===== config.mk =====
export PLATFORM = sky130hd
export DESIGN_NAME = alu_writeback
export DESIGN_NICKNAME = d
export VERILOG_FILES = /design/src/rtl/cpuy_pkg.sv /design/src/rtl/alu_wb_decode.sv /design/src/rtl/alu_writeback.sv
export SDC_FILE = /design/constraint.sdc
export NUM_CORES = 1
export LEC_CHECK = 0
export ABC_AREA = 1
export BUFFER_PORTS_ARGS = -buffer_cell sky130_fd_sc_hd__buf_2
export CAP_MARGIN = 20
export CORE_MARGIN = 8
export CORE_UTILIZATION = 47
export CTS_BUF_LIST = sky130_fd_sc_hd__clkbuf_8
export DETAILED_ROUTE_END_ITERATION = 7
export PLACE_DENSITY_LB_ADDON = 0.15
export SLEW_MARGIN = 20
export SYNTH_ARGS = -nofsm -noshare
export SYNTH_HDL_FRONTEND = slang
export SYNTH_SLANG_ARGS = --single-unit

===== constraint.sdc =====
create_clock -name clk -period 1.5 [get_ports clk]
set_input_delay 0.225 -clock clk [delete_from_list [all_inputs] [get_ports clk]]
set_output_delay 0.225 -clock clk [all_outputs]
set_load 0.03 [all_outputs]

===== src/rtl/cpuy_pkg.sv =====
// Shared CPU definitions: opcode encodings, opcode group codes and the
// writeback FSM state type.
package cpuy_pkg;

    // Two-operand ops: op[7]=1, op[6:2] selects the group, op[1:0] are variants
    localparam logic [4:0] GRP_ADD = 5'b00010;
    localparam logic [4:0] GRP_SUB = 5'b00011;
    localparam logic [4:0] GRP_MUL = 5'b00100;
    localparam logic [4:0] GRP_AND = 5'b00101;
    localparam logic [4:0] GRP_OR  = 5'b00110;
    localparam logic [4:0] GRP_XOR = 5'b00111;

    // Single-operand ops
    localparam logic [7:0] OP_DEC  = 8'h01;
    localparam logic [7:0] OP_INC  = 8'h02;
    localparam logic [7:0] OP_NOT  = 8'h03;
    localparam logic [7:0] OP_SETC = 8'h04;
    localparam logic [7:0] OP_CLRC = 8'h05;
    localparam logic [7:0] OP_RL   = 8'h06;
    localparam logic [7:0] OP_RR   = 8'h07;
    localparam logic [7:0] OP_RLC  = 8'h08;
    localparam logic [7:0] OP_RRC  = 8'h09;
    localparam logic [7:0] OP_SWAP = 8'h0A;

    // Bit ops: op[7]=0, op[6:3] is the prefix, op[2:0] the bit index
    localparam logic [3:0] BIT_SETB = 4'b1100;
    localparam logic [3:0] BIT_CLRB = 4'b1101;

    typedef enum logic [1:0] {
        WB_IDLE = 2'd0,
        WB_WR_L = 2'd1,
        WB_WR_H = 2'd2,
        WB_DONE = 2'd3
    } wb_state_e;

endpackage


===== src/rtl/alu_wb_decode.sv =====
// Opcode decoder for the ALU writeback stage.
// Ports:
//   operation - opcode being classified
//   upd_c/z/s - flag update mask for C, Z, S
//   is_mul    - MUL group, needs a second (high byte) write
//   is_two_op - two-operand op, low result goes to W
//   no_write  - flag-only or illegal, skips the write port
//   illegal   - opcode not in any supported class
module alu_wb_decode
    import cpuy_pkg::*;
(
    input  logic [7:0] operation,
    output logic       upd_c,
    output logic       upd_z,
    output logic       upd_s,
    output logic       is_mul,
    output logic       is_two_op,
    output logic       no_write,
    output logic       illegal
);

    always_comb begin
        upd_c     = 1'b0;
        upd_z     = 1'b0;
        upd_s     = 1'b0;
        is_mul    = 1'b0;
        is_two_op = 1'b0;
        no_write  = 1'b0;
        illegal   = 1'b0;
        if (operation[7] && (operation[6:1] >= 6'd4) && (operation[6:1] <= 6'd15)) begin
            is_two_op = 1'b1;
            upd_z     = 1'b1;
            case (operation[6:2])
                GRP_ADD: upd_c  = 1'b1;
                GRP_SUB: upd_s  = 1'b1;
                GRP_MUL: is_mul = 1'b1;
                default: ;
            endcase
        end else if (!operation[7] && ((operation[6:3] == BIT_SETB) ||
                                       (operation[6:3] == BIT_CLRB))) begin
            upd_z = 1'b1;
        end else if ((operation >= OP_DEC) && (operation <= OP_SWAP)) begin
            case (operation)
                OP_DEC: begin
                    upd_z = 1'b1;
                    upd_s = 1'b1;
                end
                OP_INC, OP_RLC, OP_RRC: begin
                    upd_c = 1'b1;
                    upd_z = 1'b1;
                end
                OP_SETC, OP_CLRC: begin
                    upd_c    = 1'b1;
                    no_write = 1'b1;
                end
                default: upd_z = 1'b1;
            endcase
        end else begin
            illegal  = 1'b1;
            no_write = 1'b1;
        end
    end

endmodule


===== src/rtl/alu_writeback.sv =====
// ALU writeback stage: accepts one ALU result per handshake, writes it
// through the shared write port (two writes for MUL), commits C/Z/S flags
// under a per-opcode mask and pulses done (with illegal when applicable).
// Ports:
//   clk, rst_n            - clock, async active-low reset
//   in_valid/in_ready     - result handshake from the ALU
//   operation, result_l/h - opcode and result bytes
//   alu_carry/zero/sign   - ALU flags for this result
//   dest_addr             - target of single-operand and bit ops
//   wr_req/addr/data/ack  - write port, held until ack
//   flag_c/z/s            - committed flags (flag_c feeds ALU carry-in)
//   done, illegal         - one-cycle completion pulses
module alu_writeback
    import cpuy_pkg::*;
#(
    parameter int                ADDR_W = 8,
    parameter logic [ADDR_W-1:0] W_ADDR = '0,
    parameter logic [ADDR_W-1:0] H_ADDR = ADDR_W'(1)
) (
    input  logic              clk,
    input  logic              rst_n,
    input  logic              in_valid,
    output logic              in_ready,
    input  logic [7:0]        operation,
    input  logic [7:0]        result_l,
    input  logic [7:0]        result_h,
    input  logic              alu_carry,
    input  logic              alu_zero,
    input  logic              alu_sign,
    input  logic [ADDR_W-1:0] dest_addr,
    output logic              wr_req,
    output logic [ADDR_W-1:0] wr_addr,
    output logic [7:0]        wr_data,
    input  logic              wr_ack,
    output logic              flag_c,
    output logic              flag_z,
    output logic              flag_s,
    output logic              done,
    output logic              illegal
);

    wb_state_e         state_q, state_d;
    logic              dec_upd_c, dec_upd_z, dec_upd_s;
    logic              dec_mul, dec_two_op, dec_no_write, dec_illegal;
    logic              upd_c_q, upd_z_q, upd_s_q, mul_q, illegal_q;
    logic              c_q, z_q, s_q;
    logic [7:0]        res_h_q;
    logic [ADDR_W-1:0] wr_addr_q;
    logic [7:0]        wr_data_q;
    logic              flag_c_q, flag_z_q, flag_s_q;
    logic              accept, enter_done;
    logic              src_upd_c, src_upd_z, src_upd_s, src_ill;
    logic              src_c, src_z, src_s;

    alu_wb_decode u_decode (
        .operation (operation),
        .upd_c     (dec_upd_c),
        .upd_z     (dec_upd_z),
        .upd_s     (dec_upd_s),
        .is_mul    (dec_mul),
        .is_two_op (dec_two_op),
        .no_write  (dec_no_write),
        .illegal   (dec_illegal)
    );

    assign in_ready   = (state_q == WB_IDLE);
    assign accept     = in_valid && in_ready;
    assign wr_req     = (state_q == WB_WR_L) || (state_q == WB_WR_H);
    assign wr_addr    = wr_addr_q;
    assign wr_data    = wr_data_q;
    assign done       = (state_q == WB_DONE);
    assign illegal    = done && illegal_q;
    assign flag_c     = flag_c_q;
    assign flag_z     = flag_z_q;
    assign flag_s     = flag_s_q;
    assign enter_done = (state_d == WB_DONE) && (state_q != WB_DONE);

    always_comb begin
        state_d = state_q;
        case (state_q)
            WB_IDLE: if (in_valid) state_d = dec_no_write ? WB_DONE : WB_WR_L;
            WB_WR_L: if (wr_ack)   state_d = mul_q ? WB_WR_H : WB_DONE;
            WB_WR_H: if (wr_ack)   state_d = WB_DONE;
            default:               state_d = WB_IDLE;
        endcase
    end

    // Flag-only and illegal ops reach DONE straight from IDLE, before the
    // latched copies exist, so the commit takes the live decode there.
    always_comb begin
        src_upd_c = upd_c_q;
        src_upd_z = upd_z_q;
        src_upd_s = upd_s_q;
        src_ill   = illegal_q;
        src_c     = c_q;
        src_z     = z_q;
        src_s     = s_q;
        if (state_q == WB_IDLE) begin
            src_upd_c = dec_upd_c;
            src_upd_z = dec_upd_z;
            src_upd_s = dec_upd_s;
            src_ill   = dec_illegal;
            src_c     = alu_carry;
            src_z     = alu_zero;
            src_s     = alu_sign;
        end
    end

    always_ff @(posedge clk or negedge rst_n) begin
        if (!rst_n) begin
            state_q   <= WB_IDLE;
            upd_c_q   <= 1'b0;
            upd_z_q   <= 1'b0;
            upd_s_q   <= 1'b0;
            mul_q     <= 1'b0;
            illegal_q <= 1'b0;
            c_q       <= 1'b0;
            z_q       <= 1'b0;
            s_q       <= 1'b0;
            res_h_q   <= '0;
            wr_addr_q <= '0;
            wr_data_q <= '0;
            flag_c_q  <= 1'b0;
            flag_z_q  <= 1'b0;
            flag_s_q  <= 1'b0;
        end else begin
            state_q <= state_d;
            if (accept) begin
                upd_c_q   <= dec_upd_c;
                upd_z_q   <= dec_upd_z;
                upd_s_q   <= dec_upd_s;
                mul_q     <= dec_mul;
                illegal_q <= dec_illegal;
                c_q       <= alu_carry;
                z_q       <= alu_zero;
                s_q       <= alu_sign;
                res_h_q   <= result_h;
                wr_addr_q <= dec_two_op ? W_ADDR : dest_addr;
                wr_data_q <= result_l;
            end
            if ((state_q == WB_WR_L) && wr_ack && mul_q) begin
                wr_addr_q <= H_ADDR;
                wr_data_q <= res_h_q;
            end
            if (enter_done && !src_ill) begin
                if (src_upd_c) flag_c_q <= src_c;
                if (src_upd_z) flag_z_q <= src_z;
                if (src_upd_s) flag_s_q <= src_s;
            end
        end
    end

endmodule


==> insert_results.sql, run 1 <==
INSERT INTO impl_metrics (metric_group, metric, value, unit) VALUES
('yosys', 'main_combinational_cell_family_by_area_after_synthesis', 'simple AND/OR/NAND/NOR gates', ''),
('die', 'core.rowCount', '23', ''),
('power_and_ir_drop', 'post-layout-total-power', '5386', 'uW'),
('cells_and_area', 'filler_cell_count', '348', ''),
('worst_setup_path', 'largest_stage_delay_on_the_critical_path', '0.40', 'ns'),
('worst_setup_path', 'path_cells', 'buf_6 > inv_4 > ha_4 > clkinvlp_4 > nand2_2 > nand3_4 > nor2_8 > nand3_1 > nand2_1 > nand2_1', ''),
('cells_and_area', 'layout.cells.most_common', 'nand2_1', ''),
('sta', 'rsz_0062_raised_after_global_routing', 'yes', ''),
('grt', 'number_of_global_route_vias_before_repair', '1838', ''),
('worst_setup_path', 'worstReg2RegStart', 'state_q[0]', ''),
('grt', 'grt_antenna_before_repair', '0', ''),
('yosys', 'synth-simple-area-share', '0.3381', ''),
('sta', 'min_period_over_period', '1.023', ''),
('yosys', 'synth_adder_area_share', '0.03238', ''),
('worst_setup_path', 'critPathLaunch', 'state_q[0]', ''),
('cells_and_area', 'final_cell_mix', 'nand2_1 (65), buf_2 (59), nand3_1 (39)', ''),
('clock_network', 'tritoncts_num_sinks', '37', ''),
('min_path', 'min_from', 'result_h[6]', ''),
('worst_setup_path', 'start_kind', 'flip-flop', ''),
('worst_setup_path', 'worst_ep_required_time', '1.69', 'ns'),
('sta', 'setup_ws', '-0.03459', 'ns'),
('worst_setup_path', 'crit_path_max_fanout', '6', ''),
('detailed_routing', 'met2WireLength', '2466', 'um'),
('detailed_routing', 'final_wl', '5203', 'um'),
('worst_setup_path', 'critPathKind', 'flip-flop to flip-flop', ''),
('outcome', 'status', 'finished with violations', ''),
('detailed_routing', 'post_detailed_route_count_of_antenna_violating_nets', '0', ''),
('die', 'top_level_ports', '62', ''),
('clock_network', 'cts_tree', 'done', ''),
('die', 'die_h', '80.11', 'um'),
('grt', 'grt_max_degree', '38', ''),
('die', 'horizontal_extent_of_the_die', '80.11', 'um'),
('die', 'initial_core_util', '0.4865', ''),
('sta', 'setup_viol', '3', ''),
('power_and_ir_drop', 'max-vdd-ir-drop', '870.6', 'uV'),
('sta', 'tightestPinTransition', '0.2171', 'ns'),
('clock_network', 'clock_tree.htree_level_count', '2', ''),
('clock_network', 'cts-root-to-sink-buffers', '2', ''),
('yosys', 'complex_gate_fraction_of_the_synthesized_area', '0.08549', ''),
('power_and_ir_drop', 'power-per-cell-area', '2016', 'nW/um2'),
('sta', 'slew-limit-headroom', '0.8537', ''),
('yosys', 'synth.ff_latch_count', '37', ''),
('sta', 'max_freq', '651.6', 'MHz'),
('cells_and_area', 'drive_gt1_frac', '0.3540', ''),
('power_and_ir_drop', 'power.leakage', '0.001421', 'uW'),
('yosys', 'synth.avg_cell_area', '7.950', 'um2'),
('worst_setup_path', 'regToRegSetupSlack', '-0.03', 'ns'),
('yosys', 'muxShareOfSynthArea', '0', ''),
('worst_setup_path', 'cp.arrival', '1.72', 'ns'),
('outcome', 'failed_checks', 'setup timing', ''),
('detailed_routing', 'top_signal_layer_used', 'met4', ''),
('die', 'core', '3971', 'um2'),
('sta', 'max_transition_viols_final', '0', ''),
('place', 'gp_congestion', '0.7922', ''),
('grt', 'global_route.usage.total', '0.1618', ''),
('cells_and_area', 'syn_to_final_growth', '38.28', '%'),
('cells_and_area', 'postLayoutCellArea', '2671', 'um2'),
('place', 'worst_case_setup_slack_after_placement', '-0.01767', 'ns'),
('min_path', 'worst_hold_path_type', 'primary input to flip-flop', ''),
('detailed_routing', 'met3RoutedLength', '395', 'um'),
('place', 'post_dp_hpwl', '3712', 'um'),
('yosys', 'yosysUniqueCellTypes', '23', ''),
('worst_setup_path', 'worst_setup_path_end_kind', 'flip-flop', ''),
('clock_network', 'worstSkewPairLatency', '0.29', 'ns'),
('sta', 'post_route_minimum_period', '1.535', 'ns'),
('clock_network', 'clk_transition_reported_paths', '0.07', 'ns'),
('sta', 'report.final.hold_viol_count', '0', ''),
('sta', 'finClkSkew', '0.004240', 'ns'),
('cells_and_area', 'n_antenna_cell', '0', ''),
('detailed_routing', 'route.detailed.wl_per_inst', '13.99', 'um'),
('detailed_routing', 'dr.first_iter.drc_count', '117', '');
[synthesized netlist by cell type (all sizes together)]
| library cell | n |
|---|---|
| a21oi | 5 |
| clkbuf | 4 |
| nand2 | 73 |
| and2 | 1 |
| o21ai | 22 |
| nand4 | 3 |
| o211ai | 4 |
| inv | 23 |
| ha | 5 |
| nand3 | 43 |
| dfrtp | 37 |
| nor2 | 16 |
| buf | 5 |
| nor3 | 2 |
[layer usage]
layer,global-route usage,up-vias
met3,0.06027,6
li1,-,947
met2,0.2546,52
met1,0.2001,883
met4,0.05091,0
met5,0,-
[final timing paths]
kind,endpoint,cells past startpoint
min in group asynchronous,state_q[0],3
min,res_h_q[6],3
max reg2reg,flag_z,10
max,flag_z,10
max in group asynchronous,res_h_q[0],3
min reg2reg,flag_z,2
[final cells by class]
| type | count | area, um2 | area share |
|---|---|---|---|
| clock buffer | 6 | 82.58 | 0.03091 |
| clock inverter | 2 | 33.78 | 0.01265 |
| inverter | 23 | 97.59 | 0.03653 |
| multi-input combinational | 174 | 939.7 | 0.3518 |
| sequential | 37 | 925.9 | 0.3466 |
| tap | 50 | 62.56 | 0.02342 |
| timing repair buffer | 80 | 529.3 | 0.1981 |
[critical path, delay by kind of cell, from the launching register on]
| family | cells | cell delay, ns |
|---|---|---|
| DFF | 1 | 0.40 |
| buffers and inverters | 3 | 0.33 |
| and+or+nand+nor | 6 | 0.52 |
| adders and majority gates | 1 | 0.17 |
[report_power, final]
part	total, uW	internal, uW	switching, uW
Clock	885	535	350
Combinational	2870	1070	1800
Sequential	1630	1430	209
Total	5390	3030	2360
[sequential cells by signal, summed over array words and instances, names as in the netlist, 2 cells and up]
| signal | count |
|---|---|
| res_h_q | 8 |
| wr_addr | 8 |
| wr_data | 8 |
| state_q | 2 |
[repair_timing]
action                                  4_1_cts  5_1_grt
endpoints found under the hold margin        37        0
hold buffers                                  1        0
endpoints found under the setup margin        9       34
setup buffers                                 6        1
pin swaps                                     3        2
resized for setup                            15       12
cloned                                        0        1
[logic make-up after synthesis]
kind of cell	Yosys count
and+or+nand+nor	138
DFF	37
buffers and inverters	32
AOI/OAI and AO/OA	31
adders and majority gates	5
[stage by stage]
stage | TNS, ns | hold WS, ns | std cells
floorplan | 0 | -0.07059 | 243
global placement | 0 | 0.2054 | 356
detailed placement | -0.03111 | 0.2063 | 356
CTS | -0.1361 | 0.1193 | 370
global route | -0.3860 | 0.1451 | 372
finish | -0.09185 | 0.1255 | 372
(Power assumes the default switching activity.)
==> run 2: changes to the inputs <==
CORE_MARGIN = 1.5   (was 8)
==> run 2 against run 1 <==
- the flow still finishes with violations (setup timing)
- final cell count rose by 0.27%
- sequential share of layout area shrank 0.083 points
- total power decreased by 4.9%
- register-to-register slack about the same
- highest routed layer unchanged
- hold slack got worse by 0.0014 ns
- count of clock-buffer cells in the layout down 1
- clock power is 23% lower
- fmax decreased by 0.16%
- combinational power fell by 3%
- critical path depth down 1
==> insert_results.sql, run 2 (synthesis gave the netlist of run 1 again) <==
INSERT INTO impl_metrics (metric_group, metric, value, unit) VALUES
('die', 'initial_core_util', '0.4865', ''),
('clock_network', 'tritoncts_num_sinks', '37', ''),
('grt', 'overflow', '0', ''),
('worst_setup_path', 'worst_ep_required_time', '1.68', 'ns'),
('die', 'horizontal_extent_of_the_die', '67.11', 'um'),
('cells_and_area', 'final_cell_mix', 'nand2_1 (66), buf_2 (58), nand3_1 (36), dfrtp_1 (36), inv_1 (19)', ''),
('worst_setup_path', 'slowest_stage', 'dfrtp_1', ''),
('power_and_ir_drop', 'power.leakage', '0.001429', 'uW'),
('sta', 'finClkSkew', '0.007381', 'ns'),
('power_and_ir_drop', 'cellInternalPower', '2790', 'uW'),
('min_path', 'min_delay_path_depth', '3', ''),
('worst_setup_path', 'start_kind', 'flip-flop', ''),
('power_and_ir_drop', 'power-per-cell-area', '1911', 'nW/um2'),
('worst_setup_path', 'worstReg2RegEnd', 'wr_addr[6]', ''),
('place', 'post_dp_hpwl', '3306', 'um'),
('grt', 'global_route.usage.total', '0.2222', ''),
('die', 'core', '3971', 'um2'),
('die', 'die_h', '67.11', 'um'),
('sta', 'hold_ws', '0.1241', 'ns'),
('run', 'max_cap_violations', '0', ''),
('worst_setup_path', 'largest_stage_delay_on_the_critical_path', '0.41', 'ns'),
('sta', 'tns', '-0.1634', 'ns'),
('cells_and_area', 'filler_cell_count', '336', ''),
('worst_setup_path', 'path_cells', 'buf_6 > inv_6 > ha_4 > inv_1 > nor2_2 > inv_4 > clkbuf_16 > nand3_1 > o21ai_0', ''),
('min_path', 'hold-path-endpoint', 'res_h_q[6]', ''),
('detailed_routing', 'number_of_remaining_drc_errors', '0', ''),
('min_path', 'worst_hold_path_type', 'primary input to flip-flop', ''),
('sta', 'max_freq', '650.6', 'MHz'),
('cells_and_area', 'stdcell_count', '373', ''),
('sta', 'tightestPinTransition', '0.4830', 'ns'),
('detailed_routing', 'route.detailed.wl_per_inst', '13.27', 'um'),
('worst_setup_path', 'critPathKind', 'flip-flop to flip-flop', ''),
('place', 'gp_congestion', '0.8415', ''),
('grt', 'number_of_global_route_vias_before_repair', '1627', ''),
('place', 'place.detailed.instances', '357', ''),
('grt', 'grt_antenna_before_repair', '0', ''),
('power_and_ir_drop', 'net-switching-power', '2333', 'uW'),
('power_and_ir_drop', 'power.share.clock', '0.132', ''),
('sta', 'rsz_0062_raised_after_global_routing', 'yes', ''),
('sta', 'setup_viol', '8', ''),
('sta', 'report.final.hold_viol_count', '0', ''),
('clock_network', 'cts-root-to-sink-buffers', '2', ''),
('power_and_ir_drop', 'post-layout-total-power', '5123', 'uW'),
('power_and_ir_drop', 'sequentialPowerShare', '0.323', ''),
('detailed_routing', 'first_pass_detailed_route_iteration_total', '5', ''),
('clock_network', 'cts_tree', 'done', ''),
('detailed_routing', 'final_wl', '4948', 'um'),
('worst_setup_path', 'worst_setup_path_end_kind', 'flip-flop', ''),
('die', 'top_level_ports', '62', ''),
('power_and_ir_drop', 'power.share.switching', '0.4554', ''),
('cells_and_area', 'n_antenna_cell', '0', ''),
('min_path', 'min_from', 'result_h[6]', ''),
('sta', 'min_period_over_period', '1.025', ''),
('clock_network', 'clock_tree.htree_level_count', '2', ''),
('worst_setup_path', 'cp.arrival', '1.72', 'ns'),
('cells_and_area', 'post-route-util', '0.6752', ''),
('grt', 'grt_max_degree', '36', ''),
('detailed_routing', 'post_detailed_route_count_of_antenna_violating_nets', '0', ''),
('worst_setup_path', 'regToRegSetupSlack', '-0.04', 'ns'),
('outcome', 'status', 'finished with violations', ''),
('power_and_ir_drop', 'comb_power_share', '0.545', ''),
('die', 'core.rowCount', '23', ''),
('cells_and_area', 'nets', '366', ''),
('sta', 'max_transition_viols_final', '0', ''),
('worst_setup_path', 'worst_r2r_path_depth', '9', ''),
('worst_setup_path', 'worstReg2RegStart', 'state_q[1]', ''),
('clock_network', 'cts_made_buffers', '5', ''),
('clock_network', 'clk_transition_reported_paths', '0.08', 'ns'),
('clock_network', 'worstSkewPairLatency', '0.29', 'ns'),
('worst_setup_path', 'crit_path_max_fanout', '9', ''),
('clock_network', 'clockRootBuffer', 'clkbuf_8', ''),
('detailed_routing', 'dr.first_iter.drc_count', '119', ''),
('cells_and_area', 'layout.cells.most_common', 'nand2_1', ''),
('detailed_routing', 'viasPerCell', '5.019', ''),
('sta', 'setup_ws', '-0.03712', 'ns'),
('place', 'io_buffer_count', '61', ''),
('outcome', 'failed_checks', 'setup timing', ''),
('die', 'fp.dieArea', '4504', 'um2'),
('sta', 'slew-limit-headroom', '0.6780', ''),
('power_and_ir_drop', 'max-vdd-ir-drop', '871.0', 'uV'),
('cells_and_area', 'drive_gt1_frac', '0.3653', ''),
('sta', 'post_route_minimum_period', '1.537', 'ns'),
('detailed_routing', 'vias', '1872', ''),
('grt', 'grt_first_pass_wirelength', '7431', 'um'),
('cells_and_area', 'syn_to_final_growth', '38.80', '%');
==> run 2: layer usage <==
| layer | up-vias | share of wire | track usage |
|---|---|---|---|
| met5 | - | 0 | 0 |
| met4 | 0 | 0.020 | 0.08929 |
| met3 | 8 | 0.041 | 0.05912 |
| met2 | 50 | 0.47 | 0.3379 |
| met1 | 866 | 0.47 | 0.3004 |
| li1 | 948 | - | - |
==> run 2: worst max-delay path by stage <==
stage / start / to / slack [ns]
2_1_floorplan: state_q[1] / wr_data[0] / 0.003
3_3_place_gp: state_q[0] / flag_c / 0.02
3_5_place_dp: state_q[0] / flag_c / -0.02
4_1_cts: state_q[1] / flag_s / -0.02
5_1_grt: state_q[1] / flag_s / -0.11
6_report: state_q[1] / wr_addr[6] / -0.04
==> run 2: what timing repair did <==
action,CTS,global route
pin swaps,8,5
setup endpoints to repair,5,19
buffers inserted,4,0
cloned,0,4
endpoints found under the hold margin,19,0
resized for setup,19,13
hold buffers,1,0
==> run 2: through the flow <==
| step | setup WS, ns | area, um2 |
|---|---|---|
| 6_report | -0.03712 | 2681 |
| 5_1_grt | -0.1097 | 2681 |
| 4_1_cts | -0.01849 | 2581 |
| 3_5_place_dp | -0.02315 | 2396 |
| 3_3_place_gp | 0.02070 | 2396 |
| 2_1_floorplan | 0.002685 | 1958 |
==> run 2: critical path: cells and delay by family, from the launching register on <==
kind	cells	cell delay (ns)
buffers and inverters	5	0.53
DFF	1	0.41
adders and majority gates	1	0.13
AOI/OAI and AO/OA	1	0.09
and+or+nand+nor	2	0.26
==> run 2: layout make-up <==
type,count,area [um2],area share
clock inverters,3,13.76,0.005133
clock buffers,5,68.82,0.02566
inverters,23,96.34,0.03593
repair buffers,81,555.5,0.2072
well taps,50,62.56,0.02333
flip-flops and latches,37,927.1,0.3458
multi-input cells,174,957.2,0.3570
==> run 2: power groups by stage <==
stage | clock [uW] | combinational (uW) | sequential [uW]
global placement | 0 | 2400 | 1640
CTS | 699 | 2680 | 1640
floorplan | 0 | 1330 | 2080
detailed placement | 0 | 2440 | 1660
finish | 678 | 2790 | 1650
global route | 740 | 3050 | 1700
==> run 3: changes to the inputs <==
==> constraint.sdc (replaced) <==
create_clock -name clk -period 1.5 [get_ports clk]
set_input_delay 0.3 -clock clk [delete_from_list [all_inputs] [get_ports clk]]
set_output_delay 0.3 -clock clk [all_outputs]
set_load 0.03 [all_outputs]
==> run 3 against run 2 <==
- the flow still finishes with violations (setup timing)
- global-route usage shrank 0.19 points
- sequential share of layout area shrank 0.59 points
- clock power shrank 2%
- combinational power grew 5%
- sequential power is essentially flat
- setup slack lost 0.024 ns
- flip-flop and latch count is the same
- cell area grew 1.7%
==> insert_results.sql, run 3 (synthesis gave the netlist of run 1 again) <==
INSERT INTO impl_metrics (metric_group, metric, value, unit) VALUES
('sta', 'rsz_0062_raised_after_global_routing', 'yes', ''),
('worst_setup_path', 'start_kind', 'flip-flop', ''),
('place', 'io_buffer_count', '61', ''),
('clock_network', 'clk_transition_reported_paths', '0.07', 'ns'),
('cells_and_area', 'multi_input_comb_area', '982.2', 'um2'),
('die', 'core.rowCount', '23', ''),
('grt', 'grt_first_pass_wirelength', '7396', 'um'),
('power_and_ir_drop', 'power.leakage', '0.001439', 'uW'),
('sta', 'max_freq', '640.7', 'MHz'),
('outcome', 'status', 'finished with violations', ''),
('clock_network', 'worstSkewPairLatency', '0.29', 'ns'),
('detailed_routing', 'number_of_remaining_drc_errors', '0', ''),
('cells_and_area', 'stdcell_count', '374', ''),
('sta', 'slew-limit-headroom', '0.7208', ''),
('power_and_ir_drop', 'post-layout-total-power', '5247', 'uW'),
('sta', 'report.final.hold_viol_count', '0', ''),
('worst_setup_path', 'crit_path_max_fanout', '6', ''),
('worst_setup_path', 'worst_ep_required_time', '1.68', 'ns'),
('power_and_ir_drop', 'power-per-cell-area', '1924', 'nW/um2'),
('cells_and_area', 'drive_gt1_frac', '0.3765', ''),
('clock_network', 'tritoncts_num_sinks', '37', ''),
('cells_and_area', 'n_antenna_cell', '0', ''),
('grt', 'grt_antenna_before_repair', '0', ''),
('sta', 'finClkSkew', '0.003333', 'ns'),
('sta', 'setup_viol', '10', ''),
('sta', 'min_period_over_period', '1.040', ''),
('run', 'max_cap_violations', '0', ''),
('sta', 'setup_ws', '-0.06071', 'ns'),
('worst_setup_path', 'cp.arrival', '1.74', 'ns'),
('detailed_routing', 'route.detailed.wl_per_inst', '13.51', 'um'),
('place', 'gp_congestion', '0.8675', ''),
('worst_setup_path', 'worst_r2r_path_depth', '10', ''),
('detailed_routing', 'post_detailed_route_count_of_antenna_violating_nets', '0', ''),
('detailed_routing', 'first_pass_detailed_route_iteration_total', '4', ''),
('grt', 'global_route.usage.total', '0.2202', ''),
('sta', 'max_transition_viols_final', '0', ''),
('place', 'post_dp_hpwl', '3225', 'um'),
('die', 'horizontal_extent_of_the_die', '67.11', 'um'),
('clock_network', 'clockRootBuffer', 'clkbuf_8', ''),
('detailed_routing', 'viasPerCell', '5.099', ''),
('clock_network', 'clock_tree.htree_level_count', '2', ''),
('clock_network', 'cts_made_buffers', '5', ''),
('cells_and_area', 'syn_to_final_growth', '41.19', '%'),
('sta', 'tightestPinTransition', '0.4189', 'ns'),
('die', 'top_level_ports', '62', ''),
('grt', 'number_of_global_route_vias_before_repair', '1645', ''),
('cells_and_area', 'filler_cell_count', '343', ''),
('cells_and_area', 'postLayoutCellArea', '2728', 'um2'),
('die', 'core', '3971', 'um2'),
('sta', 'post_route_minimum_period', '1.561', 'ns'),
('worst_setup_path', 'path_cells', 'buf_6 > inv_6 > ha_4 > a21oi_4 > o21ai_2 > nand3_2 > nor2_8 > nand3_2 > nand2_1 > nand2_1', ''),
('min_path', 'worst_hold_path_type', 'primary input to flip-flop', ''),
('outcome', 'failed_checks', 'setup timing', ''),
('cells_and_area', 'final_cell_mix', 'nand2_1 (65), buf_2 (58), dfrtp_1 (36)', ''),
('grt', 'grt_max_degree', '36', ''),
('cells_and_area', 'layout.cells.most_common', 'nand2_1', ''),
('worst_setup_path', 'slowest_stage', 'dfrtp_1', ''),
('sta', 'tns', '-0.3294', 'ns'),
('clock_network', 'cts-root-to-sink-buffers', '2', ''),
('die', 'initial_core_util', '0.4865', ''),
('worst_setup_path', 'critPathKind', 'flip-flop to flip-flop', ''),
('place', 'place.detailed.instances', '355', ''),
('die', 'fp.dieArea', '4504', 'um2'),
('worst_setup_path', 'regToRegSetupSlack', '-0.06', 'ns'),
('place', 'placement.cell_area', '2381', 'um2'),
('cells_and_area', 'nets', '367', ''),
('cells_and_area', 'seqCellArea', '927.1', 'um2'),
('worst_setup_path', 'largest_stage_delay_on_the_critical_path', '0.40', 'ns'),
('detailed_routing', 'vias', '1907', ''),
('detailed_routing', 'dr.first_iter.drc_count', '99', ''),
('min_path', 'min_delay_path_depth', '3', ''),
('die', 'die_h', '67.11', 'um'),
('grt', 'overflow', '0', ''),
('clock_network', 'cts_tree', 'done', ''),
('worst_setup_path', 'worst_setup_path_end_kind', 'flip-flop', ''),
('power_and_ir_drop', 'max-vdd-ir-drop', '1062', 'uV'),
('detailed_routing', 'final_wl', '5053', 'um');
run 3: changes by cell type in the layout (fill, tap and decap cells not counted), sizes merged:
cell  delta
buf      +1
run 3: stage by stage:
step	worst slack [ns]	hold slack (ns)	utilization
floorplan	0.002685	0.004409	-
global placement	0.01897	0.2522	0.5996
detailed placement	-0.03250	0.2489	0.5996
CTS	-0.008953	0.1998	0.6503
global route	-0.1523	0.2001	0.6868
finish	-0.06071	0.2096	0.6868
run 3: worst max-delay path, delay by kind of cell, from the launching register on:
kind,cells,cell delay (ns)
AO/OA/AOI/OAI,2,0.21
flip-flops,1,0.40
AND/OR/NAND/NOR,5,0.50
buffers and inverters,2,0.18
adder cells (fa/ha/maj),1,0.14
run 3: power by group:
group          switching [uW]  internal, uW  leakage, uW
Combinational            1810          1120     0.000923
Sequential                229          1430     0.000467
Clock                     348           315    0.0000491
Total                    2390          2860      0.00144
run 3: layer usage:
metal / wire length [um] / GRT usage
met5: 0 / 0
met4: 48 / 0.07653
met3: 267 / 0.06250
met2: 2534 / 0.3465
met1: 2203 / 0.2908
run 3: area by class of cell:
cell class	count	share of cell area
sequential	37	0.3399
tap	50	0.02294
timing repair buffer	82	0.2106
clock inverter	3	0.005046
inverter	23	0.03624
clock buffer	5	0.02523
multi-input combinational	174	0.3601
run 3: repair_timing:
| action | CTS | global route |
|---|---|---|
| gates resized for setup | 22 | 20 |
| endpoints found under the hold margin | 16 | 0 |
| setup buffers | 4 | 2 |
| setup endpoints to repair | 7 | 21 |
| hold buffers | 1 | 0 |
| gates cloned | 0 | 4 |
| pin swaps | 9 | 7 |
run 3: path summary, 6_finish.rpt:
path                              from    endpoint
max in group asynchronous        rst_n         c_q
max reg2reg                 state_q[1]      flag_z
max                         state_q[1]      flag_z
min in group asynchronous        rst_n  wr_addr[4]
min                        result_h[5]  res_h_q[5]
min reg2reg                     flag_s      flag_s
